`src/rtl/data_bus_arbiter_pkg.sv`:
```
// Shared definitions for the data-memory arbiter: FSM state encoding,
// default starvation limit and the core halt-bit map.
package data_bus_arbiter_pkg;

  // Arbiter FSM states; the encoding values are fixed.
  typedef enum logic [1:0] {
    IDLE = 2'd0,
    WAIT = 2'd1,
    ACK  = 2'd2
  } arb_state_t;

  // Consecutive blocked cycles before the arbiter asks the core to halt.
  localparam int DEFAULT_WAIT_LIMIT = 8;

  // Core halt-request bit positions; the arbiter owns HALT_ARB.
  localparam int HALT_DBG  = 0;
  localparam int HALT_BKPT = 1;
  localparam int HALT_ARB  = 2;
  localparam int HALT_BITS = 3;

endpackage

```
`src/rtl/arb_wait_ctr.sv`:
```
// Saturating wait counter with synchronous clear and a registered
// terminal flag. The flag rises the cycle after the count has reached
// LIMIT and drops the cycle after a clear.
module arb_wait_ctr #(
  parameter int LIMIT = 8,
  parameter int CW    = $clog2(LIMIT + 1)
) (
  input  logic clk,
  input  logic reset_n,
  input  logic inc,
  input  logic clr,
  output logic at_limit
);

  localparam logic [CW-1:0] LIMIT_V = CW'(LIMIT);

  logic [CW-1:0] count;

  // Count blocked cycles up to LIMIT and flag the saturated value one cycle later.
  always_ff @(posedge clk or negedge reset_n) begin
    // NOTE: sequential state uses non-blocking assignments so every
    // register samples the pre-edge values of the others.
    if (!reset_n) begin
      count    <= '0;
      at_limit <= 1'b0;
    end else begin
      if (clr) begin
        count <= '0;
      end else if (inc && (count != LIMIT_V)) begin
        count <= count + CW'(1);
      end
      at_limit <= !clr && (count == LIMIT_V);
    end
  end

endmodule

```
`src/rtl/data_bus_arbiter.sv`:
```
// Data-memory port arbiter. The core load/store path has absolute
// priority and is routed combinationally; a secondary master (loader,
// debugger, DMA) is served through a req/ack handshake in cycles where
// the core is not strobing.
// Optional feature: define DATA_ARB_HALT_EN to build the starvation
// counter that drives halt_req; otherwise halt_req is tied low.
module data_bus_arbiter
  import data_bus_arbiter_pkg::*;
#(
  parameter  int WAIT_LIMIT = DEFAULT_WAIT_LIMIT,
  localparam int CW         = $clog2(WAIT_LIMIT + 1)
) (
  input  logic        clk,
  input  logic        reset_n,
  input  logic        c_strobe,
  input  logic        c_rw,
  input  logic [31:0] c_addr,
  input  logic [31:0] c_wdata,
  output logic [31:0] c_rdata,
  input  logic        p1_req,
  input  logic        p1_rw,
  input  logic [31:0] p1_addr,
  input  logic [31:0] p1_wdata,
  output logic        p1_ack,
  output logic [31:0] p1_rdata,
  output logic        m_strobe,
  output logic        m_rw,
  output logic [31:0] m_addr,
  output logic [31:0] m_wdata,
  input  logic [31:0] m_rdata,
  output logic        halt_req,
  output logic        busy
);

  arb_state_t state;
  logic       grant;

  // The secondary master is only served when the core leaves the port idle
  // and the previous secondary access has finished its ack cycle.
  assign grant = p1_req && !c_strobe && (state != ACK);

  // Core load data is never registered.
  assign c_rdata = m_rdata;
  assign p1_ack  = (state == ACK);
  assign busy    = p1_req || (state == ACK);

  // Memory-port mux: core first, then a granted secondary access, else idle.
  always_comb begin
    // NOTE: every output gets a default before the branches so no path
    // leaves a value unassigned, which would otherwise infer a latch.
    m_strobe = 1'b0;
    m_rw     = 1'b0;
    m_addr   = c_addr;
    m_wdata  = c_wdata;
    if (c_strobe) begin
      m_strobe = 1'b1;
      m_rw     = c_rw;
    end else if (grant) begin
      m_strobe = 1'b1;
      m_rw     = p1_rw;
      m_addr   = p1_addr;
      m_wdata  = p1_wdata;
    end
  end

  // Handshake FSM; captures secondary load data on the granted cycle.
  always_ff @(posedge clk or negedge reset_n) begin
    if (!reset_n) begin
      state    <= IDLE;
      p1_rdata <= '0;
    end else begin
      case (state)
        IDLE: begin
          if (grant) begin
            state <= ACK;
            if (!p1_rw) p1_rdata <= m_rdata;
          end else if (p1_req && c_strobe) begin
            state <= WAIT;
          end
        end
        WAIT: begin
          if (grant) begin
            state <= ACK;
            if (!p1_rw) p1_rdata <= m_rdata;
          end else if (!p1_req) begin
            // Master withdrew its request without an ack.
            state <= IDLE;
          end
        end
        ACK:     state <= IDLE;
        default: state <= IDLE;
      endcase
    end
  end

`ifdef DATA_ARB_HALT_EN
  logic blocked;
  logic wait_clr;

  // A blocked cycle is a pending request losing to a core strobe outside ACK.
  assign blocked  = p1_req && c_strobe && (state != ACK);
  assign wait_clr = grant || !p1_req;

  arb_wait_ctr #(
    .LIMIT (WAIT_LIMIT),
    .CW    (CW)
  ) u_wait_ctr (
    .clk      (clk),
    .reset_n  (reset_n),
    .inc      (blocked),
    .clr      (wait_clr),
    .at_limit (halt_req)
  );
`else
  // Without the counter the secondary master relies on natural core idle cycles.
  assign halt_req = 1'b0;
`endif

endmodule

```
`config.mk`:
```
export PLATFORM = sky130hd
export DESIGN_NAME = data_bus_arbiter
export DESIGN_NICKNAME = d
export VERILOG_FILES = /design/src/rtl/data_bus_arbiter_pkg.sv /design/src/rtl/arb_wait_ctr.sv /design/src/rtl/data_bus_arbiter.sv
export SDC_FILE = /design/constraint.sdc
export NUM_CORES = 1
export LEC_CHECK = 0
export ABC_AREA = 1
export CAP_MARGIN = 0
export CORE_AREA = 2 2 115 117
export DETAILED_ROUTE_END_ITERATION = 12
export DIE_AREA = 0 0 117 119
export PLACE_DENSITY = 0.63
export SLEW_MARGIN = 20
export SYNTH_ARGS = -nofsm -noshare
export SYNTH_HDL_FRONTEND = slang
export SYNTH_SLANG_ARGS = --single-unit
```
`constraint.sdc`:
```
create_clock -name clk -period 1.3 [get_ports clk]
set_input_delay 0.26 -clock clk [delete_from_list [all_inputs] [get_ports clk]]
set_output_delay 0.26 -clock clk [all_outputs]
set_load 0.02 [all_outputs]
```
# ---- Yosys cells after proc, flatten, opt, wreduce, memory -nomap -nowiden
# Index checks and enable logic that the tools add are counted.
dict set report totals {
  out_inout_bits 133
  wordCells 30
  regBits 34
}
dict set report op_classes {
  n_mux 13
  n_bitwise 1
  eq_ne 5
  reduce_logical 9
}
# op count
set op_table {}
lappend op_table {{32-bit 2-to-1 mux} 4}
lappend op_table {{2-bit 2-to-1 mux} 4}
lappend op_table {{3-bit != test (second input constant)} 2}
lappend op_table {{1-bit 2-to-1 mux} 4}
lappend op_table {{2-bit case mux with 2 select lines} 1}
lappend op_table {{1-bit logical AND} 3}
lappend op_table {{3-bit AND reduction} 1}
lappend op_table {{2-bit by 1-bit == test with 1-bit output (second input constant)} 1}
lappend op_table {{2-bit == test (second input constant)} 1}
lappend op_table {{2-bit logical NOT} 1}
lappend op_table {{2-bit != test (second input constant)} 1}
lappend op_table {{2-bit AND reduction} 1}
lappend op_table {{2-bit OR reduction} 1}
lappend op_table {{1-bit logical NOT} 1}
lappend op_table {{1-bit logical OR} 1}
lappend op_table {{1-bit inverter} 1}

# ---- Longest topological paths before layout
dict set report logic_depth {
  word_depth 5
  ltp_mapped 7
}

# ---- Least setup slack after synthesis
# No wires, ideal clock.
dict set report synth_timing {
  kind {reg2out}
  from {register state[1]}
  to {output m_rw}
  slack_ns -0.176
  stages_incl_launch_ff 5
  t_arrival_ns 1.216
  required_ns 1.040
  cell_sequence {dfrtp_1 -> nand2_1 -> nand2_1 -> buf_2 -> o21ai_0}
}
dict set report synth_between {
  elab_chain_cells 4
}
# element line
set synth_lines {}
lappend synth_lines {{start, declared} data_bus_arbiter.sv:35} ;# arb_state_t state;
lappend synth_lines {{start signal, assigned} data_bus_arbiter.sv:69} ;# state <= IDLE;
lappend synth_lines {{start signal, assigned} data_bus_arbiter.sv:75} ;# state <= ACK;
lappend synth_lines {{start signal, assigned} data_bus_arbiter.sv:78} ;# state <= WAIT;
lappend synth_lines {{2-bit != test} data_bus_arbiter.sv:40} ;# assign grant = p1_req && !c_strobe && (state != ACK);
lappend synth_lines {{1-bit logical AND} data_bus_arbiter.sv:40}
lappend synth_lines {{1-bit 2-to-1 mux} data_bus_arbiter.sv:58} ;# end else if (grant) begin
lappend synth_lines {{1-bit 2-to-1 mux} data_bus_arbiter.sv:55} ;# if (c_strobe) begin
lappend synth_lines {{end, declared} data_bus_arbiter.sv:27} ;# output logic m_rw,
# Every way passes these cells.

# ---- Worst setup path in the final report
dict set report layout_timing {
  from {register state[1]}
  to {output m_wdata[15]}
}
dict set report layout_between {
  elab_chain_cells 4
}
# element line
set layout_lines {}
lappend layout_lines {{2-bit != test} data_bus_arbiter.sv:40}
lappend layout_lines {{1-bit logical AND} data_bus_arbiter.sv:40}
lappend layout_lines {{32-bit 2-to-1 mux} data_bus_arbiter.sv:58}
lappend layout_lines {{32-bit 2-to-1 mux} data_bus_arbiter.sv:55}
lappend layout_lines {{end, declared} data_bus_arbiter.sv:29} ;# output logic [31:0] m_wdata,
# Every way passes these cells.

==> metrics.txt <==
VDD IR max=~600 uV; first-pass GRT wire length=~22 mm; Top cell by count, worst path=nand2_8; Hold Slack=~270 ps; top area cells in the synthesized netlist=dfrtp_1 (33%), nand2_1 (29%), nand3_1 (13%); power density cells=~800 nW/um2; ratio of cells with drive above 1 in the final layout=between 40% and 50%; Seq/Total Area, Yosys=32.96%; slowest cell delay on critical path=about 440 ps; leakage power=about 4 nW; CTS Sinks=34; final setup margin=-457.3 ps; Total Wirelength=about 16 mm; YS warnings=0; gpl congestion=approximately 0.90; CP delay by family, top=flip-flops; post-route cell area=approximately 7600 um2; crit-path cells=nand2_8 -> nand2_8 -> buf_12 -> buf_16 -> nand2_1 -> nand2_2 -> buf_6; Yosys top cell by area=dfrtp_1; Worst R2R Setup Slack=-120 ps; All-Layer GR Usage=20.61%; RSZ-0062 raised after global routing=yes; Critical Path RT=1040 ps; Core ar.=12870 um2; final hold vios=0; critical path class=reg2out; number of synthesized register bits=34; worst clock skew=2.910 ps; Fin Setup TNS=-29480 ps; DIE HEIGHT=119 um; fin cells=910; status=finished with violations; FP Rows=42; post-layout util=58.91%; endpoint class of the critical path=output port; Layout Nets=900; Worst-path clk slew=50 ps; Starting Density=20.05%; DP HPWL=slightly above 10 mm; Max FO, Critical Path=7; Tcrit/Tclk final=135.2%; Max Cap Viol=0; grt total ovfl=0; final setup violation count=100; Hold Crit Class=in2reg; IO buf count=just under 300; Syn Std Cell Area=2581 um2; CP Buf/Inv Count=3; syn_nets=between 500 and 600; Routed WL per cell=17.36 um; Via Count=around 4100; I/O pin count=approximately 300; Bufs on Longest Clock Path=2; die area=between 10000 and 15000 um2; DR iter-0 viols=between 100 and 150; area growth from synthesis to layout=193.8%; crit path time final=1757 ps; placed cell count=about 870; share of the synthesized area in the top cell type=roughly a third; post-route DRC violation count=0; synth unique cells=14; largest net degree at the start of global routing=34; Antenna Violating Nets Remaining=0; number of global-route vias before repair=4042; Pre-antenna DRT Iters=5; antenna violations before repair=0; arrival time worst endpoint=approximately 1500 ps; Pwr Total=between 5 and 6 mW; diode count=0; cells after synthesis=around 410; worst slack, placed=-1073 ps; chip width=117 um; Peak Freq=about 570 MHz; CTS buffer count=5; post-detailed-route via-to-cell ratio=4.500; Clock Tree Root=clkbuf_16; startpoint types=register; max-slew violation count=0; CTS H-tree lvls=2; Cell Area, Placed=6007 um2; Critical-path top delay cell=dfrtp_2; failing checks=negative setup slack; syn avg cell area=around 6.4 um2; CTS tree=done; Clock Latency Late Sink=270 ps
==> where the power goes <==
part	switching (mW)	leakage (nW)	internal [mW]
Sequential	0.157	0.425	1.25
Combinational	1.48	3.48	1.74
Clock	0.420	0.0829	0.945
==> cells in the final DEF, fill, tap and decap left out, types with 2 or more instances in the layout <==
cell             Yosys  layout
nand2_4              0      30
buf_4               38      45
buf_16               0      10
buf_12               0      16
clkdlybuf4s15_2      0      10
nand4_1             32      32
nand2_8              0       2
dfrtp_1             34      33
buf_2               18       7
buf_8                0       4
nand3_1             65      42
nand2_1            197      72
nand3_2              0      22
nand2_2              0      93
inv_1                5       2
buf_6                0      80
bufbuf_16            0       2
inv_2                0       3
clkdlybuf4s50_1      0     162
dlymetal6s2s_1       0      47
nor3_1               2       2
clkbuf_16            0       8
==> registers in the layout (all words and copies together), names as in the netlist <==
register / flops
p1_rdata: 32
state: 2
==> worst min-delay path, cell delays in order <==
cell	delay (ps)
buf_6	90
buf_4	110
nor3_1	40
==> logic make-up after synthesis <==
kind of cell	Yosys count	synth area share, %
compound gates	1	0.1937
buf+inv	72	16.87
flops	34	32.96
other cells	1	0.1453
simple gates	297	49.83
==> synth_stat cells <==
master,n
buf_1,6
buf_2,18
buf_4,38
clkbuf_1,4
clkinv_1,1
conb_1,1
dfrtp_1,34
inv_1,5
nand2_1,197
nand3_1,65
nand4_1,32
nor2_4,1
nor3_1,2
o21ai_0,1
==> cell type report <==
class	count	area (um2)
repair buffers	388	4407
inverters	6	25.02
multi-input cells	299	1912
clock inverters	1	30.03
flip-flops and latches	34	852.1
fillers	1117	5290
clock buffers	6	138.9
well taps	176	220.2
==> routing by layer <==
layer,track usage [%],vias up,wire length [um]
met5,0,-,0
met4,3.456,0,340
met3,5.394,26,1309
met2,37.39,187,8145
met1,24.41,1923,6006
li1,-,1959,-
==> final timing paths <==
path,end,startpoint,cells after the start
max,m_wdata[15],state[1]$_DFFE_PN0P_,7
min in group asynchronous,p1_rdata[21]$_DFFE_PN0P_,reset_n,2
max in group asynchronous,p1_rdata[3]$_DFFE_PN0P_,reset_n,3
min reg2reg,p1_rdata[15]$_DFFE_PN0P_,p1_rdata[15]$_DFFE_PN0P_,2
max reg2reg,p1_rdata[8]$_DFFE_PN0P_,state[1]$_DFFE_PN0P_,7
min,state[1]$_DFFE_PN0P_,c_strobe,3
==> repair_timing <==
action	4_1_cts	5_1_grt
endpoints found under the hold margin	13	0
buffers inserted	8	8
cloned	13	3
resized for setup	521	179
endpoints found under the setup margin	164	151
pin swaps	12	13
hold buffers	1	0
Power figures use the tool's default switching activity.
